`src/rtl/instr_fetch_unit.sv`:
```
// -----------------------------------------------------------------------------
// instr_fetch_unit
//
// Fetch/issue stage of the single-issue RV32I datapath. Holds the program
// counter and fetches one instruction word at a time over a request/valid
// handshake. It presents that word to the control unit until the word is
// accepted. It then redirects to the branch target or falls through to PC+4.
// A misaligned branch target parks the unit in TRAP until reset.
//
// Parameters:
//   RESET_PC      PC loaded on reset (word aligned)
//   NOP_WORD      word shown on IWord while no instruction is held
//
// Ports:
//   clk           clock, rising edge
//   rst_n         asynchronous active-low reset
//   IMemReq       out  fetch request to instruction memory (registered)
//   IMemAddr      out  fetch byte address (registered, word aligned)
//   IMemValid     in   memory response valid (sampled only in FETCH)
//   IMemData      in   memory response data
//   IWord         out  instruction presented to the control unit
//   IValid        out  IWord holds a fetched instruction
//   IReady        in   downstream accepts IWord this cycle (sampled in ISSUE)
//   PCSelect      in   branch taken (sampled in ISSUE with IReady)
//   BranchTarget  in   redirect address from the ALU
//   PC            out  address of the instruction on IWord
//   Misaligned    out  sticky fault: a taken branch target was not word aligned
//   RetiredCount  out  instructions accepted since reset, wraps at 2^32
// -----------------------------------------------------------------------------
module instr_fetch_unit #(
    parameter logic [31:0] RESET_PC = 32'h0000_0000,
    parameter logic [31:0] NOP_WORD = 32'h0000_0013
) (
    input  logic        clk,
    input  logic        rst_n,
    output logic        IMemReq,
    output logic [31:0] IMemAddr,
    input  logic        IMemValid,
    input  logic [31:0] IMemData,
    output logic [31:0] IWord,
    output logic        IValid,
    input  logic        IReady,
    input  logic        PCSelect,
    input  logic [31:0] BranchTarget,
    output logic [31:0] PC,
    output logic        Misaligned,
    output logic [31:0] RetiredCount
);

    typedef enum logic [1:0] {
        IDLE  = 2'd0,
        FETCH = 2'd1,
        ISSUE = 2'd2,
        TRAP  = 2'd3
    } state_t;

    state_t      state,        state_n;
    logic [31:0] fetch_pc,     fetch_pc_n;
    logic [31:0] pc_q,         pc_n;
    logic [31:0] iword_q,      iword_n;
    logic        ivalid_q,     ivalid_n;
    logic        req_q,        req_n;
    logic [31:0] retired_q,    retired_n;
    logic        misaligned_q, misaligned_n;

    // NOTE: every signal written here gets its hold value first, so no path
    // through the case statement leaves one unassigned and infers a latch.
    always_comb begin
        state_n      = state;
        fetch_pc_n   = fetch_pc;
        pc_n         = pc_q;
        iword_n      = iword_q;
        ivalid_n     = ivalid_q;
        req_n        = req_q;
        retired_n    = retired_q;
        misaligned_n = misaligned_q;

        case (state)
            IDLE: begin
                // Request goes out on the first edge after reset release.
                state_n = FETCH;
                req_n   = 1'b1;
            end

            FETCH: begin
                // Covers same-cycle responses too: capture happens on any
                // edge that sees the held request together with IMemValid.
                if (IMemValid) begin
                    iword_n  = IMemData;
                    pc_n     = fetch_pc;
                    ivalid_n = 1'b1;
                    req_n    = 1'b0;
                    state_n  = ISSUE;
                end
            end

            ISSUE: begin
                if (IReady) begin
                    // A misaligned branch still retires its own instruction.
                    retired_n = retired_q + 32'd1;
                    iword_n   = NOP_WORD;
                    ivalid_n  = 1'b0;
                    if (PCSelect && (BranchTarget[1:0] != 2'b00)) begin
                        misaligned_n = 1'b1;
                        state_n      = TRAP;
                    end else begin
                        // PC+4 wraps naturally in 32 bits (0xFFFF_FFFC -> 0).
                        fetch_pc_n = PCSelect ? BranchTarget : pc_q + 32'd4;
                        req_n      = 1'b1;
                        state_n    = FETCH;
                    end
                end
            end

            TRAP: begin
                // Everything frozen; only reset leaves this state.
            end

            default: state_n = IDLE;
        endcase
    end

    // NOTE: sequential state uses non-blocking assignments so all registers
    // update together from values sampled before the edge.
    always_ff @(posedge clk or negedge rst_n) begin
        if (!rst_n) begin
            state        <= IDLE;
            fetch_pc     <= RESET_PC;
            pc_q         <= RESET_PC;
            iword_q      <= NOP_WORD;
            ivalid_q     <= 1'b0;
            req_q        <= 1'b0;
            retired_q    <= 32'd0;
            misaligned_q <= 1'b0;
        end else begin
            state        <= state_n;
            fetch_pc     <= fetch_pc_n;
            pc_q         <= pc_n;
            iword_q      <= iword_n;
            ivalid_q     <= ivalid_n;
            req_q        <= req_n;
            retired_q    <= retired_n;
            misaligned_q <= misaligned_n;
        end
    end

    assign IMemReq      = req_q;
    assign IMemAddr     = fetch_pc;
    assign IWord        = iword_q;
    assign IValid       = ivalid_q;
    assign PC           = pc_q;
    assign Misaligned   = misaligned_q;
    assign RetiredCount = retired_q;

endmodule

```
`config.mk`:
```
export PLATFORM = sky130hd
export DESIGN_NAME = instr_fetch_unit
export DESIGN_NICKNAME = d
export VERILOG_FILES = /design/src/rtl/instr_fetch_unit.sv
export SDC_FILE = /design/constraint.sdc
export NUM_CORES = 1
export LEC_CHECK = 0
export ABC_AREA = 1
export CAP_MARGIN = 20
export CORE_ASPECT_RATIO = 1.4
export CORE_MARGIN = 4
export CORE_UTILIZATION = 50
export DETAILED_ROUTE_END_ITERATION = 6
export MAX_ROUTING_LAYER = met4
export PLACE_DENSITY = 0.87
export SYNTH_ARGS = -nofsm -noshare
export SYNTH_HDL_FRONTEND = slang
export SYNTH_SLANG_ARGS = --single-unit
```
`constraint.sdc`:
```
create_clock -name clk -period 3.4 [get_ports clk]
set_input_delay 0.34 -clock clk [delete_from_list [all_inputs] [get_ports clk]]
set_output_delay 0.34 -clock clk [all_outputs]
set_load 0.01 [all_outputs]
```
==> out/results.tsv, run 1 <==
metric	value	unit
worst slack, placed	1.06	ns
Synth Instances	872	
total CTS buffers	17	
largest area contributor in the netlist	dfrtp_1	
routability congestion estimate	0.993	
cells along the critical path	inv_1 > ha_1 > nand2_2 > inv_2 > nand2_1 > inv_2 > o21ai_0 > o21ai_0	
fin crit period	2.25	ns
count leader, synth	nand2_1	
die area	0.0155	mm2
Max clock buf depth	2	
Final Hold Fails	0	
Diodes inserted	0	
uppermost layer routed	met4	
P_leak	4.19	nW
worst vdd rail ir drop	0.000577	V
Avg Synthesized Cell Area	7.78	um2
Reg-to-Reg Start	state[0]$_DFFE_PN0P_	
DP Area	0.00894	mm2
Worst-Skew Late Latency	0.42	ns
library cells used by synthesis	37	
post-CTS setup buffers	0	
Area Growth Syn to Fin	40.2	%
Avg WL per Cell	16.3	um
flops & latches, synth	133	
CP endpoint kind	flop	
Worst R2R Setup Slack	1.15	ns
ranking of synthesized cells by area	dfrtp_1 48%, nand2_1 16%, nor2_1 7.3%	
post-synthesis sequential area ratio	0.491	
Post-DRT Antenna Nets	0	
Least-Margin Pin Slew	0.973	ns
warnings from Yosys	0	
metal3 WL	1420	um
setup tns final	0	ns
post-cts gate resize count	0	
hpwl dp	15200	um
Clock Sinks	133	
final WL	20600	um
max-slew violation count	0	
crit start category	flop	
relative slew slack	0.350	
share of cells above drive strength 1	0.0601	
CORE AREA	0.0133	mm2
HP Class	primary input to asynchronous set/reset pin	
Crit-path slowest cell	dfrtp_1	
final setup vio count	0	
DRC viols	0	
WHS	0.00169	ns
status	completed	
Site Rows	50	
GRT Residual Overflow	0	
CP Class	flop to flop	
Post-Syn Nets	946	
Synth Cell Area	0.00679	mm2
max-cap violations	0	
ys flop type	dfrtp_1	
routed wl met2	10500	um
Worst EP required	3.74	ns
Post-synth EDFFs	0	
IO Port Bufs	199	
Die Wd	106	um
die height	146	um
max incr delay on CP	0.41	ns
M1 wire length	7880	um
vias in the first global route	6726	
DR pass1 iterations	5	
placed cells	1232	
Post-synth ARST share	1.00	
R2R cell count	8	
Non-Filler Instances	1264	
final setup margin	1.15	ns
fin util	0.714	
fmax	445	MHz
Initial Util	0.509	
Top delay family on crit path	buffers and inverters	
PnR Total Power	7.91	mW
vias	6553	
crit-path max FO	23	
first-pass GRT wire length	33400	um
Storage cell area	0.00333	mm2
crit path DAT	2.58	ns
Layout fillers	1059	
Clock Skews	0.00682	ns
FF-to-FF End	IMemAddr[6]$_DFFE_PN0P_	
share of the synthesized area in the top cell type	0.479	
Vias/cell	5.18	
initial antenna violation count	0	
Design Area, Final	0.00952	mm2
Tcrit/Tclk final	0.661	
CTS HTree Levels	4	
combined area of the multi-input logic cells	0.00306	mm2
1st-iter DRT viols	373	
Root Buffer	clkbuf_16	
largest net degree at the start of global routing	96	
WP buf/inv	3	
Synth top cells by count	287 x nand2_1, 132 x nor2_1, 130 x dfrtp_1	
CTS Hold Buffers Added	0	
TritonCTS clock tree	yes	
pwr dens	831	mW/mm2
Ports	200	
RSZ-0062 raised after global routing	false	
Final nets	1143	
clk slew on worst S/H paths	0.06	ns
GR Util All Layers	0.279	
-- kinds of logic after synthesis --
family | count (synthesis) | synth area share
compound gates | 107 | 0.100
xor+xnor | 25 | 0.0323
fa+ha+maj | 5 | 0.00922
buf+inv | 100 | 0.0585
flops | 133 | 0.491
simple gates | 502 | 0.309
-- cells in the final DEF, fill, tap and decap left out, types with 4 or more instances in the layout --
master | Yosys | final
inv_6 | 0 | 5
o21ai_0 | 53 | 53
clkbuf_16 | 0 | 17
nand4_1 | 5 | 5
nor2_2 | 5 | 6
nor2_1 | 132 | 131
inv_1 | 71 | 71
xnor2_1 | 14 | 14
a21oi_1 | 10 | 10
a22o_1 | 29 | 29
clkdlybuf4s50_1 | 0 | 198
ha_1 | 5 | 5
dfrtp_1 | 130 | 130
nor3_1 | 5 | 5
inv_2 | 4 | 4
nand2_2 | 4 | 4
nand2_1 | 287 | 287
nand3_1 | 48 | 48
xor2_1 | 11 | 11
nor2_4 | 6 | 6
-- metal layers --
layer | GRT usage | up-vias
met5 | - | -
met4 | 0.111 | 0
met3 | 0.0688 | 53
met2 | 0.471 | 237
met1 | 0.317 | 3094
li1 | - | 3169
-- sequential cells by signal, indices dropped and copies added, names as in the netlist --
signal,count
IValid,1
state,2
IMemReq,1
RetiredCount,32
IMemAddr,32
PC,32
IWord,32
Misaligned,1
-- power by group --
group	switching [mW]	total [mW]	leakage (nW)	internal (mW)
registers	0.674	2.91	1.69	2.24
clock network	0.734	1.83	0.279	1.09
logic	1.51	3.17	2.22	1.66
-- cell type report --
class,count,share of cell area
sequential,133,0.350
clock inverter,13,0.0154
inverter,75,0.0296
multi-input combinational,639,0.321
timing repair buffer,203,0.214
tap,182,0.0239
clock buffer,19,0.0455
-- worst reg2reg max path: stages (launching register included) --
cell,delay [ns]
dfrtp_1,0.41
inv_1,0.08
ha_1,0.27
nand2_2,0.15
inv_2,0.21
nand2_1,0.31
inv_2,0.40
o21ai_0,0.15
o21ai_0,0.20
-- worst max path at each step --
stage	start	end	slack [ns]	cells past startpoint
finish	state[0]$_DFFE_PN0P_	IMemAddr[6]$_DFFE_PN0P_	1.15	8
global route	state[0]$_DFFE_PN0P_	IMemAddr[6]$_DFFE_PN0P_	0.90	8
CTS	state[0]$_DFFE_PN0P_	IMemAddr[6]$_DFFE_PN0P_	1.15	8
detailed placement	IReady	IMemAddr[6]$_DFFE_PN0P_	1.06	7
global placement	PCSelect	IMemAddr[10]$_DFFE_PN0P_	1.11	6
floorplan	RetiredCount[0]$_DFFE_PN0P_	RetiredCount[20]$_DFFE_PN0P_	1.83	10
Power figures use the tool's default switching activity.
==> inputs of run 2 (changes only) <==
--- a/config.mk
+++ b/config.mk
@@ -9,10 +9,10 @@
 export CAP_MARGIN = 20
 export CORE_ASPECT_RATIO = 1.4
 export CORE_MARGIN = 4
-export CORE_UTILIZATION = 50
+export CORE_UTILIZATION = 43
 export DETAILED_ROUTE_END_ITERATION = 6
 export MAX_ROUTING_LAYER = met4
-export PLACE_DENSITY = 0.87
+export PLACE_DENSITY = 0.8
 export SYNTH_ARGS = -nofsm -noshare
 export SYNTH_HDL_FRONTEND = slang
 export SYNTH_SLANG_ARGS = --single-unit
==> constraint.sdc (replaced) <==
create_clock -name clk -period 1.8 [get_ports clk]
set_input_delay 0.18 -clock clk [delete_from_list [all_inputs] [get_ports clk]]
set_output_delay 0.18 -clock clk [all_outputs]
set_load 0.01 [all_outputs]
==> out/results.tsv, run 2 (synthesis results as in run 1) <==
metric	value	unit	change
Site Rows	54		+8.0%
final WL	21100	um	+2.4%
Ports	200		unchanged
Final Hold Fails	0		unchanged
commonest non-fill, non-tap cell in the layout	nand2_1		
die area	0.0179	mm2	+15%
IO Port Bufs	199		unchanged
CTS HTree Levels	4		unchanged
fmax	579	MHz	
clock power share	0.237		+0.006
fin crit period	1.73	ns	
crit path DAT	1.55	ns	-1.03 ns
largest net degree at the start of global routing	49		-49%
Worst R2R Setup Slack	0.13	ns	-1.02 ns
Worst-Skew Late Latency	0.42	ns	about the same
most frequent cells in the layout	287 x nand2_1, 198 x clkdlybuf4s50_1, 130 x dfrtp_1, 130 x nor2_1, 71 x inv_1		
total CTS buffers	17		unchanged
CP Class	flop to output pin		
max-cap violations	0		unchanged
routability congestion estimate	0.916		-7.8%
Tcrit/Tclk final	0.960		
initial antenna violation count	0		unchanged
WHS	0.246	ns	+0.244 ns
placed cells	1286		+4.4%
RSZ-0062 raised after global routing	true		
pwr dens	1570	mW/mm2	+89%
P_leak	4.45	nW	+6.3%
status	completed		
GRT Residual Overflow	0		unchanged
Clock Sinks	133		unchanged
Non-Filler Instances	1322		+4.6%
vias in the first global route	6736		+0.15%
crit-path max FO	5		-78%
Reg-to-Reg Start	PC[7]$_DFFE_PN0P_		
Least-Margin Pin Slew	0.400	ns	-0.573 ns
CP endpoint kind	output pin		
hpwl dp	15900	um	+4.7%
max-slew violation count	0		unchanged
Sw Pwr	5.57	mW	+91%
Clock Skews	0.00866	ns	+0.00184 ns
worst vdd rail ir drop	0.000833	V	+44%
FF-to-FF End	IMemAddr[30]$_DFFE_PN0P_		
Post-DRT Antenna Nets	0		unchanged
1st-iter DRT viols	478		+28%
GR Util All Layers	0.245		-0.0338
die height	157	um	+7.4%
DR pass1 iterations	5		unchanged
Final nets	1187		+3.8%
combinational share of power	0.421		+0.020
vias	6676		+1.9%
Pint	10.1	mW	+100%
crit start category	flop		
Diodes inserted	0		unchanged
R2R cell count	10		+2
TritonCTS clock tree	yes		
Worst EP required	1.62	ns	-2.12 ns
Seq pwr share	0.342		-0.027
first-pass GRT wire length	33700	um	+0.72%
Root Buffer	clkbuf_16		
relative slew slack	0.733		+0.383
CORE AREA	0.0155	mm2	+17%
fin util	0.643		-0.0708
Vias/cell	5.05		-2.6%
Die Wd	114	um	+7.2%
share of cells above drive strength 1	0.0986		+0.0385
final setup vio count	0		unchanged
Max clock buf depth	2		unchanged
Initial Util	0.437		-0.0726
DRC viols	0		unchanged
Area Growth Syn to Fin	47.3	%	
switching fraction of total power	0.355		-0.0136
Avg WL per Cell	15.9	um	-2.1%
clk slew on worst S/H paths	0.06	ns	about the same
HP Class	primary input to asynchronous set/reset pin		
[run 2: changes by cell type in the layout (fill, tap and decap cells not counted), sizes merged]
cell / delta
clkinv: +2
clkbuf: +2
buf: +43
dlygate4sd3: +1
inv: -5
clkinvlp: -1
bufinv: +2
[run 2: worst max-delay path, cell delays in order, from the launching register on]
cell	delay, ns
dfrtp_1	0.43
buf_4	0.15
clkdlybuf4s50_1	0.55
[run 2: cell type report]
type / count / area (um2)
Inverter: 75 / 282
Fill cell: 1291 / 5540
Clock buffer: 21 / 450
Timing Repair Buffer: 247 / 2440
Tap cell: 196 / 245
Multi-Input combinational cell: 639 / 3070
Clock inverter: 11 / 176
Sequential cell: 133 / 3330
[run 2: power by group through the flow]
stage,Sequential (mW),Clock (mW),Combinational (mW)
6_report,5.38,3.72,6.62
5_1_grt,5.54,3.90,7.25
4_1_cts,5.36,3.77,6.67
3_5_place_dp,5.36,0,6.65
3_3_place_gp,5.36,0,6.51
2_1_floorplan,5.75,0,2.28
[run 2: worst max path at each step]
| stage | slack, ns | endpoint | cells past startpoint | from |
|---|---|---|---|---|
| global route | -0.001 | IMemAddr[16]$_DFFE_PN0P_ | 8 | PC[3]$_DFFE_PN0P_ |
| finish | 0.07 | PC[17] | 2 | PC[17]$_DFFE_PN0P_ |
| CTS | 0.02 | RetiredCount[23]$_DFFE_PN0P_ | 9 | state[0]$_DFFE_PN0P_ |
| floorplan | 0.23 | RetiredCount[20]$_DFFE_PN0P_ | 10 | RetiredCount[0]$_DFFE_PN0P_ |
| detailed placement | 0.02 | IMemAddr[7]$_DFFE_PN0P_ | 7 | BranchTarget[0] |
| global placement | 0.06 | RetiredCount[27]$_DFFE_PN0P_ | 8 | IReady |
[run 2: stage by stage]
step	instance area (um2)	TNS (ns)	setup WS (ns)	total power [mW]
finish	10000	0	0.0714	15.7
global route	10000	-0.00121	-0.00121	16.7
CTS	9950	0	0.0176	15.8
detailed placement	9320	0	0.0179	12.0
global placement	9320	0	0.0632	11.9
floorplan	6790	0	0.232	8.04
[run 2: timing repair]
action | in CTS | in global routing
resized for setup | 0 | 8
endpoints found under the hold margin | 39 | 0
buffers inserted | 0 | 3
hold buffers | 1 | 0
endpoints found under the setup margin | 0 | 29
[run 2: metal layers]
layer | wire length, um | track usage | vias up
met5 | 0 | - | -
li1 | - | - | 3250
met4 | 599 | 0.0866 | 0
met1 | 8510 | 0.292 | 3132
met3 | 1330 | 0.0449 | 37
met2 | 10600 | 0.416 | 257
